[config.mk]
export PLATFORM = sky130hd
export DESIGN_NAME = instr_enc_flat
export DESIGN_NICKNAME = d
export VERILOG_FILES = /design/src/rtl/imm_pkg.sv /design/src/rtl/instr_enc_if.sv /design/src/rtl/imm_range_chk.sv /design/src/rtl/instr_enc.sv /design/src/flat_wrapper.sv
export SDC_FILE = /design/constraint.sdc
export NUM_CORES = 1
export LEC_CHECK = 0
export BUFFER_PORTS_ARGS = -buffer_cell sky130_fd_sc_hd__buf_4
export CAP_MARGIN = 15
export CORE_MARGIN = 2
export CORE_UTILIZATION = 55
export DETAILED_ROUTE_END_ITERATION = 16
export MAX_ROUTING_LAYER = met4
export PLACE_DENSITY = 0.83
export SLEW_MARGIN = 20
export SYNTH_ARGS = -nofsm -noshare
export SYNTH_HDL_FRONTEND = slang
export SYNTH_SLANG_ARGS = --single-unit
[constraint.sdc]
create_clock -name clk -period 9.98 [get_ports clk]
set_input_delay 1.996 -clock clk [delete_from_list [all_inputs] [get_ports clk]]
set_output_delay 1.996 -clock clk [all_outputs]
set_load 0.02 [all_outputs]
[src/rtl/imm_pkg.sv]
// Shared RV32I immediate-format definitions for imm_gen, instr_enc and benches.
// Contents: imm_fmt_e format codes, base opcodes, and the encoder request struct.
package imm_pkg;

    typedef enum logic [2:0] {
        FMT_I = 3'b000,
        FMT_S = 3'b001,
        FMT_B = 3'b010,
        FMT_U = 3'b011,
        FMT_J = 3'b100,
        FMT_R = 3'b101
    } imm_fmt_e;

    localparam logic [6:0] OP_IMM = 7'h13;
    localparam logic [6:0] LUI    = 7'h37;
    localparam logic [6:0] JAL    = 7'h6F;
    localparam logic [6:0] BRANCH = 7'h63;
    localparam logic [6:0] STORE  = 7'h23;
    localparam logic [6:0] OP     = 7'h33;

    // Raw instruction fields as captured by the first pipeline stage.
    typedef struct packed {
        logic [2:0]  fmt;
        logic [6:0]  opcode;
        logic [4:0]  rd;
        logic [4:0]  rs1;
        logic [4:0]  rs2;
        logic [2:0]  funct3;
        logic [6:0]  funct7;
        logic [31:0] imm;
    } enc_req_t;

endpackage

[src/rtl/instr_enc_if.sv]
// Handshake bundle for instr_enc.
// Input side: in_valid/in_ready plus the instruction fields.
// Output side: out_valid/out_ready, out_instr, out_err.
// slave = encoder view, master = producer/consumer view.
interface instr_enc_if;
    logic        in_valid;
    logic        in_ready;
    logic [2:0]  fmt;
    logic [6:0]  opcode;
    logic [4:0]  rd;
    logic [4:0]  rs1;
    logic [4:0]  rs2;
    logic [2:0]  funct3;
    logic [6:0]  funct7;
    logic [31:0] imm;
    logic        out_valid;
    logic        out_ready;
    logic [31:0] out_instr;
    logic        out_err;

    modport slave (
        input  in_valid, fmt, opcode, rd, rs1, rs2, funct3, funct7, imm, out_ready,
        output in_ready, out_valid, out_instr, out_err
    );

    modport master (
        output in_valid, fmt, opcode, rd, rs1, rs2, funct3, funct7, imm, out_ready,
        input  in_ready, out_valid, out_instr, out_err
    );
endinterface

[src/rtl/imm_range_chk.sv]
// Combinational immediate range check: flags an immediate that does not fit
// the selected format. Ports: fmt (format code), imm (32-bit immediate),
// range_err (1 = does not fit). Invalid formats are not flagged here.
module imm_range_chk
    import imm_pkg::*;
(
    input  logic [2:0]  fmt,
    input  logic [31:0] imm,
    output logic        range_err
);
    // A signed value fits N bits when all bits from N-1 upward are equal.
    logic fits12, fits13, fits21;
    assign fits12 = (&imm[31:11]) | ~(|imm[31:11]);
    assign fits13 = (&imm[31:12]) | ~(|imm[31:12]);
    assign fits21 = (&imm[31:20]) | ~(|imm[31:20]);

    always_comb begin
        range_err = 1'b0;
        case (fmt)
            FMT_I, FMT_S: range_err = !fits12;
            FMT_B:        range_err = !fits13 || imm[0];
            FMT_J:        range_err = !fits21 || imm[0];
            FMT_U:        range_err = |imm[11:0];
            default:      range_err = 1'b0;
        endcase
    end
endmodule

[src/rtl/instr_enc.sv]
// Two-stage pipelined RV32I instruction encoder (inverse of imm_gen).
// Ports: clk, rst (async, active high), bus (instr_enc_if.slave handshake +
// fields + encoded word), err_count (saturating count of errored words
// delivered). Build macro INSTR_ENC_RANGE_CHECK_EN adds immediate range
// checking; without it only an invalid fmt raises out_err.
module instr_enc
    import imm_pkg::*;
#(
    parameter int ERR_CNT_W = 16
) (
    input  logic                 clk,
    input  logic                 rst,
    instr_enc_if.slave           bus,
    output logic [ERR_CNT_W-1:0] err_count
);
    localparam int STAGES = 2;

    logic [STAGES:1] vld_pipe;
    enc_req_t        s1;
    logic            adv;
    logic [31:0]     enc_instr;
    logic            fmt_err;
    logic            range_err;

    // Both stages move as one; a held output word freezes the whole pipe.
    assign adv          = !vld_pipe[2] || bus.out_ready;
    assign bus.in_ready = adv && !rst;
    assign bus.out_valid = vld_pipe[2];

    always_comb begin
        enc_instr = '0;
        fmt_err   = 1'b0;
        case (s1.fmt)
            FMT_I: enc_instr = {s1.imm[11:0], s1.rs1, s1.funct3, s1.rd, s1.opcode};
            FMT_S: enc_instr = {s1.imm[11:5], s1.rs2, s1.rs1, s1.funct3,
                                s1.imm[4:0], s1.opcode};
            FMT_B: enc_instr = {s1.imm[12], s1.imm[10:5], s1.rs2, s1.rs1, s1.funct3,
                                s1.imm[4:1], s1.imm[11], s1.opcode};
            FMT_U: enc_instr = {s1.imm[31:12], s1.rd, s1.opcode};
            FMT_J: enc_instr = {s1.imm[20], s1.imm[10:1], s1.imm[11], s1.imm[19:12],
                                s1.rd, s1.opcode};
            FMT_R: enc_instr = {s1.funct7, s1.rs2, s1.rs1, s1.funct3, s1.rd, s1.opcode};
            default: fmt_err = 1'b1;
        endcase
    end

`ifdef INSTR_ENC_RANGE_CHECK_EN
    imm_range_chk u_range_chk (
        .fmt       (s1.fmt),
        .imm       (s1.imm),
        .range_err (range_err)
    );
`else
    assign range_err = 1'b0;
`endif

    always_ff @(posedge clk or posedge rst) begin
        if (rst) begin
            vld_pipe      <= '0;
            s1            <= '0;
            bus.out_instr <= '0;
            bus.out_err   <= 1'b0;
            err_count     <= '0;
        end else begin
            if (adv) begin
                // in_ready equals adv outside reset, so in_valid is the transfer.
                vld_pipe <= {vld_pipe[1], bus.in_valid};
                if (bus.in_valid) begin
                    s1 <= '{fmt: bus.fmt, opcode: bus.opcode, rd: bus.rd,
                            rs1: bus.rs1, rs2: bus.rs2, funct3: bus.funct3,
                            funct7: bus.funct7, imm: bus.imm};
                end
                if (vld_pipe[1]) begin
                    bus.out_instr <= enc_instr;
                    bus.out_err   <= fmt_err || range_err;
                end
            end
            if (bus.out_valid && bus.out_ready && bus.out_err && (err_count != '1))
                err_count <= err_count + 1'b1;
        end
    end
endmodule

[src/flat_wrapper.sv]
// flat-port wrapper written by rule: the top's interface ports become plain ports
module instr_enc_flat import imm_pkg::*;
#(
    parameter int ERR_CNT_W = 16
)
  (clk, rst, err_count, bus_in_valid, bus_fmt, bus_opcode, bus_rd, bus_rs1, bus_rs2, bus_funct3, bus_funct7, bus_imm, bus_out_ready, bus_in_ready, bus_out_valid, bus_out_instr, bus_out_err);
  instr_enc_if bus_i ();
  input  logic clk;
  input  logic rst;
  output logic [ERR_CNT_W-1:0] err_count;
  input wire logic [$bits(bus_i.in_valid)-1:0] bus_in_valid;
  input wire logic [$bits(bus_i.fmt)-1:0] bus_fmt;
  input wire logic [$bits(bus_i.opcode)-1:0] bus_opcode;
  input wire logic [$bits(bus_i.rd)-1:0] bus_rd;
  input wire logic [$bits(bus_i.rs1)-1:0] bus_rs1;
  input wire logic [$bits(bus_i.rs2)-1:0] bus_rs2;
  input wire logic [$bits(bus_i.funct3)-1:0] bus_funct3;
  input wire logic [$bits(bus_i.funct7)-1:0] bus_funct7;
  input wire logic [$bits(bus_i.imm)-1:0] bus_imm;
  input wire logic [$bits(bus_i.out_ready)-1:0] bus_out_ready;
  output wire logic [$bits(bus_i.in_ready)-1:0] bus_in_ready;
  output wire logic [$bits(bus_i.out_valid)-1:0] bus_out_valid;
  output wire logic [$bits(bus_i.out_instr)-1:0] bus_out_instr;
  output wire logic [$bits(bus_i.out_err)-1:0] bus_out_err;
  assign bus_i.in_valid = bus_in_valid;
  assign bus_i.fmt = bus_fmt;
  assign bus_i.opcode = bus_opcode;
  assign bus_i.rd = bus_rd;
  assign bus_i.rs1 = bus_rs1;
  assign bus_i.rs2 = bus_rs2;
  assign bus_i.funct3 = bus_funct3;
  assign bus_i.funct7 = bus_funct7;
  assign bus_i.imm = bus_imm;
  assign bus_i.out_ready = bus_out_ready;
  assign bus_in_ready = bus_i.in_ready;
  assign bus_out_valid = bus_i.out_valid;
  assign bus_out_instr = bus_i.out_instr;
  assign bus_out_err = bus_i.out_err;
  instr_enc #(.ERR_CNT_W(ERR_CNT_W)) u_core (.clk(clk), .rst(rst), .bus(bus_i), .err_count(err_count));
endmodule
After elaboration in Yosys (flattened, before gate mapping)
Index checks and enable logic that the tools add are counted.
W data, S select, Z words.
{"block": "word_totals", "inputBits": 71, "regBits": 118, "out_inout_bits": 51, "elab_cells": 32}
{"block": "classes", "n_mux": 2, "n_addsub": 1, "n_reduce_logical": 11, "n_eq_ne": 6}
{"operator": "$pmux W32 S6", "n": 1}
{"operator": "$add A16 B1 Y16 const B", "n": 1}
{"operator": "$ne A16 B16 Y1 const B", "n": 1}
{"operator": "$eq A3 B2 Y1 const B", "n": 2}
{"operator": "$eq A3 B3 Y1 const B", "n": 2}
{"operator": "$reduce_or A6 Y1", "n": 1}
{"operator": "$logic_and A1 B1 Y1", "n": 4}
{"operator": "$reduce_and A2 Y1", "n": 2}
{"operator": "$eq A3 B1 Y1 const B", "n": 1}
{"operator": "$logic_not A3 Y1", "n": 1}
{"operator": "$logic_not A1 Y1", "n": 2}
{"operator": "$logic_or A1 B1 Y1", "n": 1}
{"operator": "$mux W1", "n": 1}

Longest topological paths before layout
{"block": "logic_depth", "depth_word": 3, "depth_mapped": 6, "ltp_nobuf": 5}

Worst setup path after synthesis
Ideal clock, no wire load.
{"block": "synth_path", "kind": "input to output", "startpoint": "input rst", "endpoint": "output bus_in_ready", "cell_stages": 2, "arrival_time_ns": 4.921, "n_path_buf": 0, "path_slack_ns": 3.063, "t_required_ns": 7.984, "path_cell_list": "inv_1 -> and2_1"}
{"block": "synth_between", "elab_chain_len": 2}
{"item": "start: declaration", "line": "flat_wrapper.sv:9", "rtl": "input logic rst;"}
{"item": "$logic_not A1 Y1", "line": "instr_enc.sv:27", "rtl": "assign bus.in_ready = adv && !rst;"}
{"item": "$logic_and A1 B1 Y1", "line": "instr_enc.sv:27"}
{"item": "end: declaration", "line": "flat_wrapper.sv:21", "rtl": "output wire logic [$bits(bus_i.in_ready)-1:0] bus_in_ready;"}
Every way passes these cells.

Worst setup path after layout
Same ends and word-level chain as after synthesis.

==> out/metrics.yaml <==
run_status:
  run_status: "finished clean"
job:
  cap_viol_max_count: 0
synthesis:
  netlist_area_sq_mm: 0.00522
  synth_edf_count: 0
  synth_top_cell_area_share: 0.566
  synth_warnings: 0
  synth.area.top_cells: "dfrtp_1, mux2_2, a22o_1, a22oi_1, a221oi_1"
  synthArstFlopShare: 1.00
  synth_nets: 484
  ys.flop_type: "dfrtp_1"
  yosysTopAreaCell: "dfrtp_1"
  ys_types: 43
  syn_inst: 412
  synth-seq-cells: 118
  syn_area_per_cell_sq_um: 12.7
  yosysSeqAreaShare: 0.566
setup_path:
  start_kind: "primary input"
  cp_max_fo: 35
  critPathMostFrequentCell: "buf_4"
  crit_required_ns: 7.98
  endpoint_kind: "output pin"
  cp.arrival_ns: 2.75
  worstSetupPathType: "primary input to output pin"
  path_cells: "buf_4 > inv_4 > and2_1 > buf_4"
  cp_slowest_stage_delay_ns: 0.31
  crit_slowest_cell: "inv_4"
  cp_top_family: "buffers and inverters"
  path_buf_inv: 3
sta:
  fmax_mhz: 211
  timing.hold.ws_ns: 0.481
  tightest_slew_ns: 0.938
  hold_viol_final: 0
  rsz0062_at_grt: "no"
  min_period_ns: 4.74
  layout_setup_ws_ns: 5.24
  fin_skew_ns: 0.00741
  finalCritPeriodShare: 0.475
  fin_setup_tns_ns: 0
  drv_slew: 0
  setup_viol: 0
  slew_headroom: 0.375
floorplan:
  die_h_um: 101
  io_pins: 122
  die_x_um: 101
  fp.dieArea_sq_mm: 0.0103
  start_util: 0.565
  rows: 35
  core_area_sq_mm: 0.00924
detailed_routing:
  vias_per_cell: 5.75
  drc: 0
  drt_iter0_drc: 297
  wl_per_cell_um: 17.8
  routed_wl_um: 11900
  ant_nets: 0
  drtPass1Iterations: 5
  num_vias: 3854
clock_network:
  cts.repair.resized: 0
  cts-root-buf: "clkbuf_8"
  post_cts_buffers: 0
  ctsHtreeMaxLevel: 4
  insertion_delay_ns: 0.51
  clk_pin_slew_ns: 0.05
  cts.sinks: 118
  cts_tree: "built"
  cts_buffers: 17
  ctsHoldBuffers: 0
  clockBufferDepth: 2
place:
  port_buffers: 121
  globalplace.congestion: 0.882
  dp_hpwl_um: 7830
  pre_cts_ws_ns: 5.20
  dp_cells: 638
global_route:
  grt_use_met3: 0.0773
  grt_use_total: 0.255
  grt_max_degree: 86
  grt_first_pass_wirelength_um: 19400
  grt_pass1_vias: 3947
  grt_remaining_overflow: 0
  met1_usage: 0.320
  grt_busiest_layer: "met2"
  antenna_found_initial: 0
  gr-usage-met2: 0.391
cells_and_area:
  drive_gt1_frac: 0.436
  multi_input_area_sq_mm: 0.00212
  seq_area_sq_mm: 0.00295
  stdcell_count: 670
  n_fill_cell: 632
  area_growth_pct: 30.1
  n_antenna_cell: 0
  fin_nets: 600
power:
  power_density_mw_per_mm2: 254
  power.total_mw: 1.72
  max-vdd-ir-drop_mv: 0.167
  p_leak_nw: 3.13
worst_hold_path:
  min_path_type: "flop to flop"
==> final timing paths <==
check,slack [ns],cells after the start,end,startpoint
max in group asynchronous,7.42,3,u_core.bus.out_instr[29]$_DFFE_PP0P_,rst
hold reg to reg,0.48,1,u_core.bus.out_instr[17]$_DFFE_PP0P_,u_core.bus.out_instr[17]$_DFFE_PP0P_
setup / recovery,5.24,4,bus_in_ready,rst
setup reg to reg,7.85,4,u_core.bus.out_instr[21]$_DFFE_PP0P_,u_core.s1[65]$_DFFE_PP0P_
hold / removal,0.48,1,u_core.bus.out_instr[17]$_DFFE_PP0P_,u_core.bus.out_instr[17]$_DFFE_PP0P_
min in group asynchronous,1.49,2,u_core.err_count[8]$_DFFE_PP0P_,rst
==> layout by cell type (no fill, tap or decap), types with 7 or more instances in the layout <==
master       n
a22o_1      22
a21o_1       8
dfrtp_1    118
a211oi_1     8
a22oi_1     16
clkbuf_16   16
a21oi_1     14
nor2b_1      8
xnor2_1      7
a221oi_1    12
buf_4      124
nand2_1     15
mux2_2      74
o21ai_0     12
==> cells in the mapped netlist, types with 3 or more instances <==
master    number
nor3_1         6
nor2b_1        9
o21ai_0       12
a22oi_1       16
a31oi_1        3
a221oi_1      12
nand2_1       16
nor2_1         6
inv_1          7
mux2i_1        3
clkbuf_1      12
dfrtp_1      118
nand4_1        5
a21o_1         8
a21oi_1       14
xor2_1         4
mux2_2        74
buf_2         15
a22o_1        22
xnor2_1        7
nand3_1        3
a211oi_1       8
o22ai_1        6
==> worst reg2reg max path, delay by kind of cell, from the launching register on <==
family,cells,cell delay [ns]
AOI/OAI and AO/OA,3,0.72
DFF,1,0.74
buffers and inverters,1,0.55
==> power breakdown <==
group / internal (mW) / switching (mW) / total [mW]
clock: 0.391 / 0.204 / 0.596
combinational: 0.220 / 0.223 / 0.444
sequential: 0.587 / 0.0945 / 0.682
total: 1.20 / 0.522 / 1.72
==> per-layer routing <==
layer  vias up  routed length, um
met1      1914               4920
met3        14                752
met5         -                  0
met2       151               6040
met4         0                190
li1       1775                  -
==> kinds of logic (layout without fill, tap and decap cells) <==
logic type	after synthesis	after routing	synth area share
xor gates and xnor gates	11	11	0.0185
adders and majority gates	1	1	0.00240
buffers and inverters	35	164	0.0288
and+or+nand+nor	58	58	0.0623
muxes	78	78	0.168
AOI/OAI and AO/OA	111	111	0.154
DFF	118	118	0.566
==> per-stage QoR <==
step                 util  instance area, sq um
floorplan               -                  5220
global placement    0.671                  6200
detailed placement  0.671                  6200
CTS                 0.734                  6780
global route        0.734                  6790
finish              0.734                  6790
==> state kept, by name (all words and copies together), names as in the netlist <==
register,count
u_core.s1,67
u_core.bus.out_instr,32
u_core.err_count,16
u_core.vld_pipe,2
u_core.bus.out_err,1
==> final cells by class <==
type | instances | share of cell area
inverters | 7 | 0.00424
clock buffers | 23 | 0.0673
flip-flops and latches | 118 | 0.435
clock inverters | 9 | 0.0184
repair buffers | 125 | 0.139
multi-input cells | 259 | 0.312
well taps | 129 | 0.0238
Note: power is estimated with default switching activity, not from simulation.
